File: src/rtl/uart_rx_fifo.sv
// uart_rx_fifo: parametrised UART receiver with a first-word-fall-through
// output FIFO. Runs on clk100 with a fixed bit period of BIT_CYCLES clocks.
//
// Ports:
//   clk100     in   system clock
//   reset      in   asynchronous, active-high reset
//   rx         in   serial line, asynchronous, idle high
//   rx_data    out  FIFO head word (DATA_BITS)
//   rx_perr    out  parity error flag stored with the head word
//   rx_valid   out  FIFO not empty
//   rx_ready   in   consumer accepts head when rx_valid && rx_ready
//   frame_err  out  one-cycle pulse, stop bit sampled low
//   overrun    out  one-cycle pulse, good frame dropped on a full FIFO
//   busy       out  receiver FSM not idle
//
// Build option: define UART_RX_MAJORITY_EN to take each bit as the majority
// of three consecutive samples around the bit centre (adds one cycle of
// output latency). Without it a single sample at the centre is used.

module uart_rx_fifo #(
  parameter int unsigned BIT_CYCLES = 434,
  parameter int unsigned DATA_BITS  = 8,
  parameter int unsigned PARITY     = 0,
  parameter int unsigned STOP_BITS  = 1,
  parameter int unsigned FIFO_DEPTH = 4
) (
  input  logic                 clk100,
  input  logic                 reset,
  input  logic                 rx,
  output logic [DATA_BITS-1:0] rx_data,
  output logic                 rx_perr,
  output logic                 rx_valid,
  input  logic                 rx_ready,
  output logic                 frame_err,
  output logic                 overrun,
  output logic                 busy
);

  localparam int unsigned CW   = $clog2(BIT_CYCLES);
  localparam int unsigned IW   = $clog2(DATA_BITS + 1);
  localparam int unsigned AW   = $clog2(FIFO_DEPTH);
  localparam int unsigned PW   = AW + 1;
  localparam int unsigned WW   = DATA_BITS + 1;
  localparam int unsigned HALF = BIT_CYCLES / 2;
`ifdef UART_RX_MAJORITY_EN
  // Decision one cycle after the centre; later bits keep the same offset.
  localparam int unsigned START_TGT = HALF;
`else
  localparam int unsigned START_TGT = HALF - 1;
`endif
  localparam logic [CW-1:0] START_END = CW'(START_TGT);
  localparam logic [CW-1:0] BIT_END   = CW'(BIT_CYCLES - 1);
  localparam logic [IW-1:0] LAST_IDX  = IW'(DATA_BITS - 1);

  typedef enum logic [2:0] {
    S_IDLE,
    S_START,
    S_DATA,
    S_PARITY,
    S_STOP1,
    S_STOP2,
    S_BREAK
  } state_t;

  // Line synchroniser; idles high so reset looks like an idle line.
  logic rx_meta;
  logic rs;
  logic smp;

`ifdef UART_RX_MAJORITY_EN
  logic rs_d1;
  logic rs_d2;

  always_ff @(posedge clk100 or posedge reset) begin
    if (reset) begin
      rx_meta <= 1'b1;
      rs      <= 1'b1;
      rs_d1   <= 1'b1;
      rs_d2   <= 1'b1;
    end else begin
      rx_meta <= rx;
      rs      <= rx_meta;
      rs_d1   <= rs;
      rs_d2   <= rs_d1;
    end
  end

  // Vote over the centre sample and its two neighbours.
  assign smp = (rs_d2 & rs_d1) | (rs_d2 & rs) | (rs_d1 & rs);
`else
  always_ff @(posedge clk100 or posedge reset) begin
    if (reset) begin
      rx_meta <= 1'b1;
      rs      <= 1'b1;
    end else begin
      rx_meta <= rx;
      rs      <= rx_meta;
    end
  end

  assign smp = rs;
`endif

  // Receiver FSM state.
  state_t               state, state_n;
  logic [CW-1:0]        cnt, cnt_n;
  logic [IW-1:0]        idx, idx_n;
  logic [DATA_BITS-1:0] shreg, shreg_n;
  logic                 perr, perr_n;
  logic                 push_req, push_n;
  logic                 ferr_n;
  logic [WW-1:0]        push_word;

  // Next-state logic.
  always_comb begin
    state_n = state;
    cnt_n   = cnt + CW'(1);
    idx_n   = idx;
    shreg_n = shreg;
    perr_n  = perr;
    push_n  = 1'b0;
    ferr_n  = 1'b0;
    unique case (state)
      S_IDLE: begin
        cnt_n = '0;
        if (!rs) state_n = S_START;
      end
      S_START: begin
        if (cnt == START_END) begin
          cnt_n = '0;
          if (smp) begin
            state_n = S_IDLE;
          end else begin
            state_n = S_DATA;
            idx_n   = '0;
            perr_n  = 1'b0;
          end
        end
      end
      S_DATA: begin
        if (cnt == BIT_END) begin
          cnt_n   = '0;
          shreg_n = {smp, shreg[DATA_BITS-1:1]};
          idx_n   = idx + IW'(1);
          if (idx == LAST_IDX) state_n = (PARITY != 0) ? S_PARITY : S_STOP1;
        end
      end
      S_PARITY: begin
        if (cnt == BIT_END) begin
          cnt_n   = '0;
          perr_n  = ((^shreg) ^ smp) != (PARITY == 1);
          state_n = S_STOP1;
        end
      end
      S_STOP1, S_STOP2: begin
        if (cnt == BIT_END) begin
          cnt_n = '0;
          if (!smp) begin
            ferr_n  = 1'b1;
            state_n = S_BREAK;
          end else if ((state == S_STOP1) && (STOP_BITS == 2)) begin
            state_n = S_STOP2;
          end else begin
            // Leave at mid stop bit so a back-to-back start edge is seen.
            push_n  = 1'b1;
            state_n = S_IDLE;
          end
        end
      end
      S_BREAK: begin
        cnt_n = '0;
        if (rs) state_n = S_IDLE;
      end
      default: begin
        state_n = S_IDLE;
      end
    endcase
  end

  // FSM registers and pulse outputs.
  always_ff @(posedge clk100 or posedge reset) begin
    if (reset) begin
      state     <= S_IDLE;
      cnt       <= '0;
      idx       <= '0;
      shreg     <= '0;
      perr      <= 1'b0;
      push_req  <= 1'b0;
      push_word <= '0;
      frame_err <= 1'b0;
      busy      <= 1'b0;
    end else begin
      state     <= state_n;
      cnt       <= cnt_n;
      idx       <= idx_n;
      shreg     <= shreg_n;
      perr      <= perr_n;
      push_req  <= push_n;
      push_word <= {perr_n, shreg_n};
      frame_err <= ferr_n;
      busy      <= (state_n != S_IDLE);
    end
  end

  // Output FIFO; pointers carry one extra wrap bit.
  logic [WW-1:0] mem [FIFO_DEPTH];
  logic [PW-1:0] wr, rd, wr_n, rd_n;
  logic [WW-1:0] head, head_n;
  logic          full;
  logic          do_push;
  logic          do_pop;

  assign full    = (PW'(wr - rd) == PW'(FIFO_DEPTH));
  assign do_pop  = rx_valid & rx_ready;
  assign do_push = push_req & (~full | do_pop);
  assign wr_n    = do_push ? PW'(wr + PW'(1)) : wr;
  assign rd_n    = do_pop  ? PW'(rd + PW'(1)) : rd;

  // Next head word; bypass the write when it lands at the new read slot.
  always_comb begin
    head_n = mem[rd_n[AW-1:0]];
    if (do_push && (wr == rd_n)) head_n = push_word;
  end

  always_ff @(posedge clk100) begin
    if (do_push) mem[wr[AW-1:0]] <= push_word;
  end

  always_ff @(posedge clk100 or posedge reset) begin
    if (reset) begin
      wr       <= '0;
      rd       <= '0;
      head     <= '0;
      rx_valid <= 1'b0;
      overrun  <= 1'b0;
    end else begin
      wr       <= wr_n;
      rd       <= rd_n;
      head     <= head_n;
      rx_valid <= (wr_n != rd_n);
      overrun  <= push_req & full & ~do_pop;
    end
  end

  assign rx_data = head[DATA_BITS-1:0];
  assign rx_perr = head[DATA_BITS];

endmodule

File: config.mk
export PLATFORM = sky130hd
export DESIGN_NAME = uart_rx_fifo
export DESIGN_NICKNAME = d
export VERILOG_FILES = /design/src/rtl/uart_rx_fifo.sv
export SDC_FILE = /design/constraint.sdc
export NUM_CORES = 1
export LEC_CHECK = 0
export CELL_PAD_IN_SITES_DETAIL_PLACEMENT = 0
export CELL_PAD_IN_SITES_GLOBAL_PLACEMENT = 1
export CORE_MARGIN = 2
export CORE_UTILIZATION = 54
export DETAILED_ROUTE_END_ITERATION = 8
export HOLD_SLACK_MARGIN = 0.15
export PLACE_DENSITY = 0.81
export SLEW_MARGIN = 5
export SYNTH_ARGS = -nofsm -noshare
export SYNTH_HDL_FRONTEND = slang
export SYNTH_SLANG_ARGS = --single-unit
File: constraint.sdc
create_clock -name clk100 -period 5.4 [get_ports clk100]
set_input_delay 1.62 -clock clk100 [delete_from_list [all_inputs] [get_ports clk100]]
set_output_delay 1.62 -clock clk100 [all_outputs]
set_load 0.02 [all_outputs]
==> metrics <==
critical path class primary input to register; status finished clean; first-pass GRT wire length 9940 µm; GRT Overall Usage around 18%; Post-synth EDFFs 36; Max Transition Viols Final 0; First-pass DRT Iterations 4; Max FO, Critical Path 10; worst relative slew slack 33.9%; Core Area 6760 µm²; slowest cell on the critical path xnor2_2; PD cells 330 nW/µm²; Final Critical Period roughly 3.6 ns; Worst Slack Setup Final 1.80 ns; worst hold path type register to register; Worst R2R End head[2]$_DFF_PP0_; vias in the first global route 1,997; Synth Register Bits 83; Layout Skew about 0.011 ns; hold depth 0; crit-path cells clkdlybuf4s50_1 > and2_1 > xnor2_2 > mux4_1 > mux2_2; Highest Clock Rate roughly 280 MHz; GPL Wtd Cong 0.797; final WL 5860 µm; CTS clk-pin slew, worst paths approximately 0.090 ns; share of post-route cells with drive strength above 1 roughly a fifth; buffer and inverter count on the worst path 1; CTS H-tree depth 3; Seq/Total Area, Yosys 60.3%; wire per inst 15.9 µm; RSZ-0062 raised after global routing false; die area 7630 µm²; Overflow after GRT 0; antenna violations before repair 0; drt drc 0; hold_sp rx_meta$_DFF_PP1_; total of max-cap violations 0; die height 87.3 µm; setup slack, reg-to-reg 3.09 ns; commonest cells after routing, fill and taps aside dfrtp_1 (45), edfxtp_1 (36), nor2_1 (19); synth warn 0; hold endpoint rs$_DFF_PP1_; setup violators final 0; post-synthesis average cell area 14.3 µm²; post-CTS resize count 0; Design Area, Final ~4200 µm²; clk sinks 83; final hold violation count 0; Final period util 66.7%; Initial Util between 50% and 60%; Std-Cell Rows 30; Reg2Reg Depth 4; via count 2,016; io pins 17; crit path DAT 3.85 ns; Cells after Synth 262; Die Wd between 80 and 90 µm; largest net degree at the start of global routing 48; Worst Setup End Kind register; R2R Path Start rx_valid$_DFF_PP0_; crit path launch type primary input; Clk Latency, worst-skew pair 0.36 ns; FFs w/ async S/R, synth 56.6%; Max Buffers Root-to-Sink 2; Pleak 1.83 nW; n_diodes 0; post-DP HPWL 3870 µm; postcts setup bufs 0; Peak VDD IR about 0.20 mV; commonest non-fill, non-tap cell in the layout dfrtp_1; Worst Tran Pin Value 0.990 ns; top_reg_cell synth dfrtp_1; CTS buffer count 9; DR iter-0 viols about 110; placed cell area slightly below 4000 µm²; CTS tree done; Hold WS between 0.3 and 0.4 ns; Root Driver clkbuf_8; number of vias per cell 5.48; Port Buf Inserts 16; setup TNS 0 ns; Layout area overhead 11.4%; Final nets 298; Distinct cells, synth 50; max incr delay on CP slightly below 0.7 ns; post-route ant nets 0; Top delay family on crit path multiplexers; Req. time, crit path 5.65 ns; post-synthesis cell area 3750 µm²; worst slack, placed 1.35 ns; hold-fix buffers at CTS 0; Mapped Nets 277
stage by stage:
stage / utilization, % / instances / total power [mW]
4_1_cts: 61.8 / 368 / 1.40
6_report: 61.8 / 368 / 1.38
5_1_grt: 61.8 / 368 / 1.44
2_1_floorplan: - / 262 / 0.885
3_5_place_dp: 58.8 / 352 / 0.941
3_3_place_gp: 58.8 / 352 / 0.937
registers in the layout (all words and copies together) (netlist names):
| signal | cells |
|---|---|
| rx_valid | 1 |
| busy | 1 |
| overrun | 1 |
| push_word | 8 |
| push_req | 1 |
| frame_err | 1 |
| mem | 36 |
| rs | 1 |
| head | 9 |
| cnt | 9 |
| idx | 4 |
| perr | 1 |
| wr | 3 |
| rx_meta | 1 |
| state | 3 |
| rd | 3 |
synth_stat cells, types with 5 or more instances:
| cell | n | share of area (%) |
|---|---|---|
| nand3_1 | 8 | 1.1 |
| edfxtp_1 | 36 | 29 |
| xnor2_1 | 18 | 4.2 |
| and2_1 | 6 | 1.0 |
| dfrtp_1 | 45 | 30 |
| nor3_1 | 5 | 0.67 |
| mux2_2 | 15 | 4.5 |
| mux4_2 | 8 | 4.8 |
| inv_1 | 16 | 1.6 |
| ha_1 | 11 | 3.7 |
| nand2_1 | 8 | 0.80 |
| nor2_1 | 19 | 1.9 |
| o21ai_0 | 7 | 0.93 |
cell families after synthesis:
kind of cell | Yosys count | share of synthesized area [%]
flops | 83 | 60.3
xor+xnor | 26 | 7.44
buf+inv | 23 | 2.77
simple gates | 69 | 10.5
fa+ha+maj | 11 | 3.67
mux | 27 | 10.9
compound gates | 23 | 4.37
routing by layer:
metal  up-vias  GRT usage [%]  part of all wire (%)
met5         -              0                     0
met4         0           9.65                   2.2
met3         9           2.84                   1.8
met2        21           26.9                    46
met1       998           24.3                    50
li1        988              -                     -
power by group:
group          total, mW  leakage, nW  switching [mW]  internal (mW)
Sequential         0.687         1.03          0.0174          0.669
Combinational      0.234        0.695           0.119          0.114
Clock              0.458        0.105           0.237          0.221
cell type report:
class | instances | area (µm²)
tap | 80 | 100
timing repair buffer | 17 | 168
clock buffer | 9 | 124
inverter | 16 | 60.1
multi-input combinational | 156 | 1390
sequential | 83 | 2260
fill | 525 | 2580
clock inverter | 7 | 78.8
how the worst max path moves through the flow:
| stage | startpoint | to | cells past startpoint |
|---|---|---|---|
| floorplan | rx_ready | head[2]$_DFF_PP0_ | 4 |
| global placement | rx_ready | head[2]$_DFF_PP0_ | 5 |
| detailed placement | rx_ready | head[2]$_DFF_PP0_ | 5 |
| CTS | rx_ready | head[2]$_DFF_PP0_ | 5 |
| global route | rx_ready | head[2]$_DFF_PP0_ | 5 |
| finish | rx_ready | head[2]$_DFF_PP0_ | 5 |
No activity file was read; power rests on OpenSTA's default activity.
==> variant 1: new RTL, config.mk and constraints unchanged <==
Take the reset off `shreg` and load it in a clocked block of its own.
--- a/src/rtl/uart_rx_fifo.sv
+++ b/src/rtl/uart_rx_fifo.sv
@@ -185,3 +185,2 @@
       idx       <= '0;
-      shreg     <= '0;
       perr      <= 1'b0;
@@ -195,3 +194,2 @@
       idx       <= idx_n;
-      shreg     <= shreg_n;
       perr      <= perr_n;
@@ -202,2 +200,6 @@
     end
+  end
+
+  always_ff @(posedge clk100) begin
+    shreg <= shreg_n;
   end
Behaviour: no difference found for any inputs over 10 cycles, from zero or initial values and one cycle with reset high; that may be too few to reach the edited logic, so the function may still have changed.
==> variant 1 against the original RTL <==
  * Sequential power increased by 8.3%
  * Wire length increased by 9.7%
  * Sequential cell count increased by 8
  * Clock power increased by 11%
  * Total power increased by 7.2%
  * Synthesized area increased by 3.7%
  * Non-clock buffer count increased by 3
  * Sequential share of layout area increased by 0.87 points
  * First-iteration DRC count decreased by 21%
  * Cell area increased by 5.4%
  * Worst setup slack improved by 370 ps
  * Count of clock-buffer cells in the layout increased by 1
  * Largest power group unchanged
  * Highest routed layer unchanged
==> variant 1: results <==
[final_layout]
fill_cells = 513
diodes = 0
drive_gt1_share_pct = 16.8
largest_register_ffs = 36
layout.nets = 301

[critical_path]
startpoint = rx_ready
worstRegToRegCells = 8
r2r_setup_slack_ps = 3100
reg2reg_from = wr[0]
timing.rr.end = head[5]
critPathMaxFanout = 13

[synth]
postSynth.asyncResetShare_pct = 51.6
ys_types = 52
yosys_most_used_dff = dfrtp_1
yosysSeqAreaShare_pct = 62.2
synthTopCellsByCount = dfrtp_1, edfxtp_1, mux2_2, nor2_1, xnor2_1
synth_area_leaders = dfrtp_1, edfxtp_1, mux4_1
syn_nets = 276

[routing]
viasPerCell = 5.38
wl_um = 6430
first_iter_violations = 86

[power_and_ir_drop]
power_leakage_uw = 0.00192
internal-power_uw = 1110
vdd_drop_max_uv = 165

[timing]
hold-worst-slack_ps = 363
finClkSkew_ps = 10.7
relSlewSlack_pct = 33.7

[clock_network]
clkTransAtPathRegs_ps = 100
cts_resized = 0
cts_root_buffer = clkbuf_8

[global_routing]
use_met3_pct = 3.36
use_met2_pct = 30.3
grt_pass1_vias = 2158
grt_util_met1_pct = 24.7
grt_pass1_wl_um = 10800
grt_usage_pct = 18.6

[placed_design]
place.gp.congestion = 0.768
port_buffers = 16
dp.final_hpwl_um = 4250

[worst_hold_path]
min_from = rx_meta
whs_path_depth = 0

[status]
status = completed
-- variant 1: layout make-up --
type                            count  share of cell area (%)
Tap cell                           96                    2.73
Clock inverter                      6                    2.13
Clock buffer                       10                    2.90
Inverter                           14                    1.19
Sequential cell                    91                    55.0
Multi-Input combinational cell    150                    31.8
Timing Repair Buffer               20                    4.32
-- variant 1: cell families (layout without fill, tap and decap cells) --
group	Yosys count	count (layout)	synth area share [%]
AOI/OAI and AO/OA	21	21	4.05
muxes	31	31	12.3
buffers and inverters	20	50	1.99
and+or+nand+nor	60	60	8.69
adders and majority gates	11	11	3.54
DFF	91	91	62.2
xor gates and xnor gates	27	27	7.17
-- variant 1: stage by stage --
step,area (sq um),setup slack (ps),instances
floorplan,3890,2050,261
global placement,4180,1830,371
detailed placement,4180,1820,371
CTS,4400,2180,387
global route,4400,2040,387
finish,4400,2170,387
-- variant 1: worst max-delay path, stage by stage --
cell             delay, ps
clkdlybuf4s50_1        430
nand2_2                130
mux2i_1                200
buf_4                  220
xnor2_1                100
nor3b_1                190
buf_4                  220
mux2_2                 350
-- variant 1: worst max path at each step --
| stage | to | slack [ps] |
|---|---|---|
| 6_report | head[5] | 2170 |
| 5_1_grt | head[0] | 2040 |
| 4_1_cts | head[8] | 2180 |
| 3_5_place_dp | head[5] | 1820 |
| 3_3_place_gp | head[2] | 1830 |
| 2_1_floorplan | head[0] | 2050 |
-- variant 1: per-layer routing --
layer  wire length (um)  part of all wire, %
met4                119                  1.9
met5                  0                    0
met1               3040                   47
met3                122                  1.9
met2               3150                   49
-- variant 1: power by group through the flow --
stage,combinational [uW],sequential (uW),clock [uW]
5_1_grt,247,747,548
2_1_floorplan,169,758,0
4_1_cts,228,744,518
6_report,225,744,509
3_3_place_gp,225,758,0
3_5_place_dp,226,759,0
==> variant 2: new RTL, same flow settings <==
Made on the original files. Build with the macro `UART_RX_MAJORITY_EN` defined.
--- a/src/rtl/uart_rx_fifo.sv
+++ b/src/rtl/uart_rx_fifo.sv
@@ -19,2 +19,4 @@
 
+`define UART_RX_MAJORITY_EN
+
 module uart_rx_fifo #(
Function: same outputs for any inputs over 10 cycles, from zero or initial values and one cycle with reset high; that may be too few to reach the edited logic, so the function may still have changed.
==> variant 2 against the original RTL <==
  * Cell area increased by 1.9%
  * Hold slack improved by 1.5 ps
  * Total power up 1.8%
  * Worst setup slack improved by 43 ps
  * Wire length grew 0.82%
  * Critical path depth is the same
  * Utilization up 0.84 points
  * Sequential cell count is 2 higher
  * Synthesized area is 0.90% higher
  * Global-route usage is essentially flat
  * Largest cell class unchanged
  * Highest routed layer unchanged
==> variant 2: results <==
[synth]
postSynth.asyncResetShare_pct = 57.6
syn_nets = 267
synthTopCellsByCount = dfrtp_1, edfxtp_1, mux2_2
synthesis.area_sq_mm = 0.00378
yosysSeqAreaShare_pct = 61.1
ys_types = 55

[placed_design]
place.gp.congestion = 0.847
preCtsSetupSlack_ps = 1420
dp.final_hpwl_um = 3960

[timing]
relSlewSlack_pct = 32.8
finalSetupViolCount = 0
finClkSkew_ps = 13.9

[final_layout]
layout.nets = 290
drive_gt1_share_pct = 22.4
fill_cells = 515
multi_input_area_sq_mm = 0.00140
diodes = 0

[global_routing]
grt_usage_pct = 17.7
gr-total-overflow = 0
grt_pass1_vias = 2045

[floorplan]
die-width_um = 87.7

[routing]
viasPerCell = 5.27
first_iter_violations = 83
wl_um = 5910

[clock_network]
clkTransAtPathRegs_ps = 100
cts_resized = 0

[power_and_ir_drop]
vdd_drop_max_uv = 156

[status]
status = completed
-- variant 2: changes by cell type after synthesis, moves of 3 or more --
cell,change
xor2_1,+5
inv_1,-6
xnor2_1,-3
nand4bb_1,-3
nand2b_1,-3
mux2_2,+3
a21o_1,+3
o21ai_0,-5
-- variant 2: layer usage --
layer | vias up | part of all wire [%] | GRT usage, %
met5 | - | 0 | 0
met4 | 0 | 1.0 | 6.71
met3 | 6 | 2.3 | 3.11
met2 | 25 | 50 | 29.6
met1 | 988 | 47 | 23.3
li1 | 966 | - | -
-- variant 2: report_power, final --
group	switching, uW	internal (uW)
Combinational	117	113
Clock	244	225
Sequential	17.7	686
Total	379	1020
-- variant 2: stage by stage --
| stage | instances | area (sq um) | hold slack, ps | total power, uW |
|---|---|---|---|---|
| 3_5_place_dp | 361 | 4050 | 351 | 954 |
| 4_1_cts | 377 | 4260 | 364 | 1420 |
| 2_1_floorplan | 253 | 3780 | 345 | 899 |
| 6_report | 377 | 4260 | 361 | 1400 |
| 3_3_place_gp | 361 | 4050 | 348 | 949 |
| 5_1_grt | 377 | 4260 | 367 | 1470 |
-- variant 2: path summary, 6_finish.rpt --
path / startpoint / cells after the start / end / slack [ps]
hold / removal: rx_meta / 0 / rs / 360
max in group asynchronous: reset / 2 / busy / 2950
setup reg to reg: wr[0] / 8 / head[8] / 3020
hold reg to reg: rx_meta / 0 / rs / 360
setup / recovery: rx_ready / 5 / head[7] / 1840
min in group asynchronous: reset / 2 / rd[2] / 1820
-- variant 2: area by class of cell --
class,instances,area share (%)
repair buffers,18,4.12
well taps,96,2.82
flip-flops and latches,85,54.3
multi-input cells,152,32.9
clock buffers,9,2.91
inverters,10,0.882
clock inverters,7,2.03
-- variant 2: kinds of logic after synthesis --
| logic type | Yosys count | share of synthesized area (%) |
|---|---|---|
| DFF | 85 | 61.1 |
| and+or+nand+nor | 67 | 11.2 |
| muxes | 29 | 11.2 |
| xor gates and xnor gates | 27 | 7.41 |
| AOI/OAI and AO/OA | 18 | 3.57 |
| buffers and inverters | 16 | 1.85 |
| adders and majority gates | 11 | 3.57 |
-- variant 2: critical path: stages --
cell and delay [ps]:
clkdlybuf4s50_1 430, and2_1 190, xnor2_2 670, mux4_2 610, mux2_2 270
